$ cat config.mk
export PLATFORM = sky130hd
export DESIGN_NAME = hs_bridge_4ph_flat
export DESIGN_NICKNAME = d
export VERILOG_FILES = /design/src/rtl/hs_bridge_4ph_if.sv /design/src/rtl/hs_bridge_4ph.sv /design/src/flat_wrapper.sv
export SDC_FILE = /design/constraint.sdc
export NUM_CORES = 1
export LEC_CHECK = 0
export CAP_MARGIN = 20
export CORE_MARGIN = 4
export CORE_UTILIZATION = 35
export CTS_BUF_LIST = sky130_fd_sc_hd__clkbuf_8 sky130_fd_sc_hd__clkbuf_16
export DETAILED_ROUTE_END_ITERATION = 16
export PLACE_DENSITY = 0.67
export SETUP_SLACK_MARGIN = 0.3
export SKIP_CTS_REPAIR_TIMING = 1
export SLEW_MARGIN = 20
export SYNTH_ARGS = -nofsm -noshare
export SYNTH_HDL_FRONTEND = slang
export SYNTH_SLANG_ARGS = --single-unit
$ cat constraint.sdc
create_clock -name clk -period 2.99 [get_ports clk]
set_input_delay 0.4485 -clock clk [delete_from_list [all_inputs] [get_ports clk]]
set_output_delay 0.4485 -clock clk [all_outputs]
set_load 0.05 [all_outputs]
$ cat src/rtl/hs_bridge_4ph_if.sv
// Bundle of the clocked valid/ready streams and the 4-phase bundled-data channel
// between the bridge ("master" side) and its environment ("slave" side).
interface hs_bridge_4ph_if #(
   parameter int WIDTH = 32
);
   logic             in_valid;
   logic             in_ready;
   logic [WIDTH-1:0] in_data;
   logic             req;
   logic [WIDTH-1:0] req_data;
   logic             ack;
   logic [WIDTH-1:0] resp_data;
   logic             out_valid;
   logic             out_ready;
   logic [WIDTH-1:0] out_data;
   logic             timeout_err;

   modport master (
      input  in_valid, in_data, ack, resp_data, out_ready,
      output in_ready, req, req_data, out_valid, out_data, timeout_err
   );

   modport slave (
      output in_valid, in_data, ack, resp_data, out_ready,
      input  in_ready, req, req_data, out_valid, out_data, timeout_err
   );
endinterface

$ cat src/rtl/hs_bridge_4ph.sv
// Clocked valid/ready to 4-phase bundled-data request bridge with a synchronized
// acknowledge, one-entry result register and sticky per-phase handshake timeout.
module hs_bridge_4ph #(
   parameter int WIDTH       = 32,
   parameter int SYNC_STAGES = 2,
   parameter int TIMEOUT     = 255
) (
   input  logic clk,
   input  logic rst,
   hs_bridge_4ph_if.master bus
);
   localparam int CW = $clog2(TIMEOUT + 1);

   typedef enum logic [2:0] {
      S_IDLE,
      S_SETUP,
      S_WAIT_HI,
      S_WAIT_LO,
      S_ERROR
   } state_t;

   state_t                 r_state;
   state_t                 w_next;
   logic [SYNC_STAGES-1:0] r_ack_sync;
   logic [CW-1:0]          r_cnt;
   logic                   r_req;
   logic [WIDTH-1:0]       r_req_data;
   logic                   r_out_valid;
   logic [WIDTH-1:0]       r_out_data;
   logic                   r_timeout_err;

   logic w_ack_s;
   logic w_in_ready;
   logic w_accept;
   logic w_capture;
   logic w_req_set;
   logic w_req_clr;
   logic w_cnt_clr;
   logic w_cnt_inc;
   logic w_set_err;
   logic w_cnt_last;

   assign w_ack_s    = r_ack_sync[SYNC_STAGES-1];
   // Gated by rst so nothing is offered upstream while the bridge is held in reset.
   assign w_in_ready = !rst && (r_state == S_IDLE) && (!r_out_valid || bus.out_ready);
   assign w_accept   = bus.in_valid && w_in_ready;
   assign w_cnt_last = (r_cnt == CW'(TIMEOUT - 1));

   always_ff @(posedge clk or posedge rst) begin
      if (rst) begin
         r_state    <= S_IDLE;
         r_ack_sync <= '0;
      end else begin
         r_state    <= w_next;
         r_ack_sync <= {r_ack_sync[SYNC_STAGES-2:0], bus.ack};
      end
   end

   always_comb begin
      w_next    = r_state;
      w_capture = 1'b0;
      w_req_set = 1'b0;
      w_req_clr = 1'b0;
      w_cnt_clr = 1'b0;
      w_cnt_inc = 1'b0;
      w_set_err = 1'b0;
      case (r_state)
         S_IDLE: begin
            if (w_accept) w_next = S_SETUP;
         end
         S_SETUP: begin
            w_req_set = 1'b1;
            w_cnt_clr = 1'b1;
            w_next    = S_WAIT_HI;
         end
         S_WAIT_HI: begin
            if (w_ack_s) begin
               w_capture = 1'b1;
               w_req_clr = 1'b1;
               w_cnt_clr = 1'b1;
               w_next    = S_WAIT_LO;
            end else if (w_cnt_last) begin
               w_req_clr = 1'b1;
               w_set_err = 1'b1;
               w_next    = S_ERROR;
            end else begin
               w_cnt_inc = 1'b1;
            end
         end
         S_WAIT_LO: begin
            if (!w_ack_s) begin
               w_next = S_IDLE;
            end else if (w_cnt_last) begin
               w_req_clr = 1'b1;
               w_set_err = 1'b1;
               w_next    = S_ERROR;
            end else begin
               w_cnt_inc = 1'b1;
            end
         end
         S_ERROR: begin
            w_req_clr = 1'b1;
            w_set_err = 1'b1;
         end
         default: w_next = S_IDLE;
      endcase
   end

   always_ff @(posedge clk or posedge rst) begin
      if (rst) begin
         r_cnt         <= '0;
         r_req         <= 1'b0;
         r_timeout_err <= 1'b0;
      end else begin
         if (w_cnt_clr)      r_cnt <= '0;
         else if (w_cnt_inc) r_cnt <= r_cnt + 1'b1;
         if (w_req_clr)      r_req <= 1'b0;
         else if (w_req_set) r_req <= 1'b1;
         if (w_set_err)      r_timeout_err <= 1'b1;
      end
   end

   // A capture on the same edge as a downstream transfer keeps the register full.
   always_ff @(posedge clk or posedge rst) begin
      if (rst) begin
         r_req_data  <= '0;
         r_out_data  <= '0;
         r_out_valid <= 1'b0;
      end else begin
         if (w_accept) r_req_data <= bus.in_data;
         if (w_capture) begin
            r_out_data  <= bus.resp_data;
            r_out_valid <= 1'b1;
         end else if (r_out_valid && bus.out_ready) begin
            r_out_valid <= 1'b0;
         end
      end
   end

   assign bus.in_ready    = w_in_ready;
   assign bus.req         = r_req;
   assign bus.req_data    = r_req_data;
   assign bus.out_valid   = r_out_valid;
   assign bus.out_data    = r_out_data;
   assign bus.timeout_err = r_timeout_err;
endmodule

$ cat src/flat_wrapper.sv
// flat-port wrapper written by rule: the top's interface ports become plain ports
module hs_bridge_4ph_flat 
#(
   parameter int WIDTH       = 32,
   parameter int SYNC_STAGES = 2,
   parameter int TIMEOUT     = 255
)
  (clk, rst, bus_in_valid, bus_in_data, bus_ack, bus_resp_data, bus_out_ready, bus_in_ready, bus_req, bus_req_data, bus_out_valid, bus_out_data, bus_timeout_err);
  hs_bridge_4ph_if #(.WIDTH(WIDTH)) bus_i ();
  input  logic clk;
  input  logic rst;
  input wire logic [$bits(bus_i.in_valid)-1:0] bus_in_valid;
  input wire logic [$bits(bus_i.in_data)-1:0] bus_in_data;
  input wire logic [$bits(bus_i.ack)-1:0] bus_ack;
  input wire logic [$bits(bus_i.resp_data)-1:0] bus_resp_data;
  input wire logic [$bits(bus_i.out_ready)-1:0] bus_out_ready;
  output wire logic [$bits(bus_i.in_ready)-1:0] bus_in_ready;
  output wire logic [$bits(bus_i.req)-1:0] bus_req;
  output wire logic [$bits(bus_i.req_data)-1:0] bus_req_data;
  output wire logic [$bits(bus_i.out_valid)-1:0] bus_out_valid;
  output wire logic [$bits(bus_i.out_data)-1:0] bus_out_data;
  output wire logic [$bits(bus_i.timeout_err)-1:0] bus_timeout_err;
  assign bus_i.in_valid = bus_in_valid;
  assign bus_i.in_data = bus_in_data;
  assign bus_i.ack = bus_ack;
  assign bus_i.resp_data = bus_resp_data;
  assign bus_i.out_ready = bus_out_ready;
  assign bus_in_ready = bus_i.in_ready;
  assign bus_req = bus_i.req;
  assign bus_req_data = bus_i.req_data;
  assign bus_out_valid = bus_i.out_valid;
  assign bus_out_data = bus_i.out_data;
  assign bus_timeout_err = bus_i.timeout_err;
  hs_bridge_4ph #(.WIDTH(WIDTH), .SYNC_STAGES(SYNC_STAGES), .TIMEOUT(TIMEOUT)) u_core (.clk(clk), .rst(rst), .bus(bus_i));
endmodule
==> results.sh <==
export IMPL_worstMarginPinSlew_ns=0.7162
export IMPL_cpPeakStageDelay_ns=0.57
export IMPL_yosys_area_top_type_share_pct=58.91
export IMPL_min_from="u_core.r_ack_sync[0]"
export IMPL_clk_pin_slew_ns=0.08
export IMPL_crit_type="flop to output pin"
export IMPL_synth_simple_area_share_pct=7.069
export IMPL_dp_cells=482
export IMPL_synth_seq_cells=80
export IMPL_cp_end_kind="output pin"
export IMPL_dpl_cell_area_um2=4900
export IMPL_cp_max_fo=11
export IMPL_post_route_period_util_pct=78.44
export IMPL_n_fill_cell=792
export IMPL_diodes=0
export IMPL_synth_warnings=0
export IMPL_drtAntennaViolNets=0
export IMPL_num_io_pins=137
export IMPL_max_vdd_ir_drop_v=0.0005863
export IMPL_cts_tree="done"
export IMPL_grt_pass1_wl_mm=12.08
export IMPL_routed_wl_mm=7.583
export IMPL_numCtsBuffers=9
export IMPL_rsz0062_at_grt="no"
export IMPL_die_x_um=106.5
export IMPL_fin_cells=498
export IMPL_initial_core_util_pct=36.43
export IMPL_synth_top_family_by_area="multiplexers"
export IMPL_first_global_vias=2288
export IMPL_synth_compound_area_share_pct=5.081
export IMPL_setup_ws_ns=0.6447
export IMPL_max_cap_violations=0
export IMPL_avgRoutedWirePerCell_um=15.23
export IMPL_synthesis_area_um2=3398
export IMPL_grt_overflow=0
export IMPL_area_growth_pct=51.69
export IMPL_setup_viol=0
export IMPL_portBuffers=136
export IMPL_cp_startpoint="u_core.r_state[0]"
export IMPL_num_rows=35
export IMPL_maxSlewViolCount=0
export IMPL_yosysUniqueCellTypes=39
export IMPL_clkLatencyLatePin_ns=0.33
export IMPL_core_area_um2=9328
export IMPL_hold_path_class="flop to flop"
export IMPL_cp_cell_sequence="nor4_4, and2_1, dlymetal6s2s_1"
export IMPL_r2r_start="u_core.r_state[0]"
export IMPL_cts_root_buf="clkbuf_8"
export IMPL_yosys_mux_area_fraction_pct=24.82
export IMPL_die_area_um2=11350
export IMPL_place_hpwl_mm=5.625
export IMPL_final_nets=435
export IMPL_die_h_um=106.5
export IMPL_setup_tns_final_ns=0
export IMPL_status="completed"
export IMPL_via_per_inst=4.618
export IMPL_synth_seq_area_share_pct=58.91
export IMPL_vias=2300
export IMPL_cts_max_level=3
export IMPL_cp_slowest_cell="dfrtp_1"
export IMPL_grt_max_degree=42
export IMPL_critPathTopFamily="simple AND/OR/NAND/NOR gates"
export IMPL_drt_iter0_markers=112
export IMPL_synth_cells=222
export IMPL_cts_path_max_buffers=2
export IMPL_drc_errors=0
export IMPL_yosys_area_top_type="dfrtp_1"
export IMPL_fin_crit_ns=2.345
export IMPL_synth_adder_area_share_pct=0.7364
export IMPL_drive_gt1_share_pct=15.45
export IMPL_fin_skew_ns=0.006449
export IMPL_multiInputGateArea_um2=1313
export IMPL_synth_area_leaders="dfrtp_1 (59%), mux2_4 (13%), mux2_1 (11%), a21oi_1 (1.0%), buf_6 (0.99%)"
export IMPL_place_ws_ns=0.4024
export IMPL_antenna_found_initial=0
export IMPL_synth_nets=293
export IMPL_power_density_nw_per_um2=1240
export IMPL_grt_total_usage_pct=13.45
export IMPL_clock_sinks=80
export IMPL_globalplace_congestion=0.7294
export IMPL_seq_area_um2=2002
export IMPL_slew_headroom_pct=52.20
export IMPL_crit_arrival_ns=1.90
export IMPL_stdcell_area_um2=5155
export IMPL_firstDrtPassIters=4
export IMPL_synth_area_per_cell_um2=15.31
export IMPL_max_clock_freq_mhz=426.4
export IMPL_start_kind="flop"
export IMPL_hold_viol_final=0
export IMPL_cp_buffers_inverters=1
export IMPL_synth_xor_area_share_pct=0.7364
export IMPL_crit_required_ns=2.54
export IMPL_totalPowerFinal_mw=6.391
export IMPL_p_leak_nw=2.291
==> logic make-up after synthesis <==
logic type,Yosys count
AO/OA/AOI/OAI,23
XOR/XNOR,2
adder cells (fa/ha/maj),2
buffers and inverters,14
flip-flops,80
multiplexers,65
AND/OR/NAND/NOR,36
==> cell type report <==
type | instances | area share, %
clock buffer | 10 | 2.670
clock inverter | 6 | 2.233
inverter | 5 | 0.3883
multi-input combinational | 128 | 25.46
sequential | 80 | 38.83
tap | 129 | 3.131
timing repair buffer | 140 | 27.28
==> path summary, 6_finish.rpt <==
| kind | end | slack [ns] | cells after the start |
|---|---|---|---|
| worst max-delay path | bus_in_ready | 0.64 | 3 |
| worst min-delay path | u_core.r_ack_sync[1] | 0.37 | 0 |
| worst max register to register | u_core.bus.req_data[30] | 1.08 | 4 |
| worst min register to register | u_core.r_ack_sync[1] | 0.37 | 0 |
| max in group asynchronous | u_core.bus.req_data[17] | 1.67 | 3 |
| min in group asynchronous | u_core.bus.out_data[6] | 0.61 | 2 |
==> flip-flops by register name, summed over array words and instances, names as in the netlist <==
register	cells
u_core.bus.out_data	32
u_core.bus.out_valid	1
u_core.bus.req	1
u_core.bus.req_data	32
u_core.bus.timeout_err	1
u_core.r_ack_sync	2
u_core.r_cnt	8
u_core.r_state	3
==> power by group <==
group          internal (mW)  leakage, nW  switching [mW]  total, mW
Sequential              1.56        0.974           0.284       1.84
Combinational           1.37         1.19            2.20       3.57
Clock                  0.582        0.123           0.390      0.972
Total                   3.52         2.29            2.88       6.39
==> synthesized netlist by cell type <==
| cell | count |
|---|---|
| and2b_4 | 1 |
| a211oi_1 | 1 |
| nand3_1 | 6 |
| nand2b_1 | 4 |
| o31ai_1 | 4 |
| buf_6 | 3 |
| nor2b_1 | 1 |
| a2111o_1 | 1 |
| or4_1 | 3 |
| mux2i_1 | 1 |
| nor3_2 | 1 |
| mux2_4 | 30 |
| dfrtp_1 | 80 |
| nor2_1 | 4 |
| buf_2 | 3 |
| nor3b_1 | 1 |
| and4_1 | 2 |
| o211a_1 | 1 |
| xnor2_1 | 1 |
| nor4_4 | 1 |
| and2_1 | 1 |
| o211ai_4 | 1 |
| a21oi_1 | 7 |
| a211o_1 | 3 |
| a31oi_1 | 1 |
| nand2_1 | 4 |
| nand3_4 | 1 |
| inv_1 | 5 |
| o21ai_0 | 2 |
| a21o_1 | 2 |
| mux2_1 | 34 |
| xnor2_2 | 1 |
| buf_4 | 3 |
| nand4_1 | 1 |
| nor3_1 | 2 |
| and3_1 | 1 |
| or3_1 | 1 |
| nand3b_1 | 1 |
| ha_1 | 2 |
==> placed cells by master, fill, tap and decap left out, types with 2 or more instances in the layout <==
cell / synthesis / layout
a211o_1: 3 / 3
a21o_1: 2 / 2
a21oi_1: 7 / 7
and4_1: 2 / 2
buf_4: 3 / 3
bufinv_16: 0 / 3
clkbuf_8: 0 / 10
clkdlybuf4s50_1: 0 / 135
dfrtp_1: 80 / 80
ha_1: 2 / 2
inv_1: 5 / 4
mux2_1: 34 / 34
mux2_4: 30 / 30
nand2_1: 4 / 4
nand2b_1: 4 / 4
nand3_1: 6 / 6
nor2_1: 4 / 4
nor3_1: 2 / 2
o21ai_0: 2 / 2
o31ai_1: 4 / 4
or4_1: 3 / 3
==> routing by layer <==
| metal | up-vias | part of all wire [%] | track usage, % |
|---|---|---|---|
| met2 | 64 | 52 | 23.76 |
| met3 | 10 | 5.2 | 3.157 |
| li1 | 1079 | - | - |
| met5 | - | 0 | 0 |
| met4 | 0 | 1.4 | 4.384 |
| met1 | 1147 | 42 | 16.15 |
==> worst register-to-register path: stages (launching register included) <==
cell,delay (ns)
dfrtp_1,0.57
nor4_4,0.41
nand3_4,0.10
buf_4,0.31
mux2_1,0.41
==> per-stage QoR <==
step / hold slack, ns / utilization [%]
finish: 0.3665 / 55.26
global route: 0.3829 / 55.26
CTS: 0.3773 / 55.24
detailed placement: 0.3502 / 52.53
global placement: 0.3373 / 52.53
floorplan: 0.3312 / -
Power figures use the tool's default switching activity.
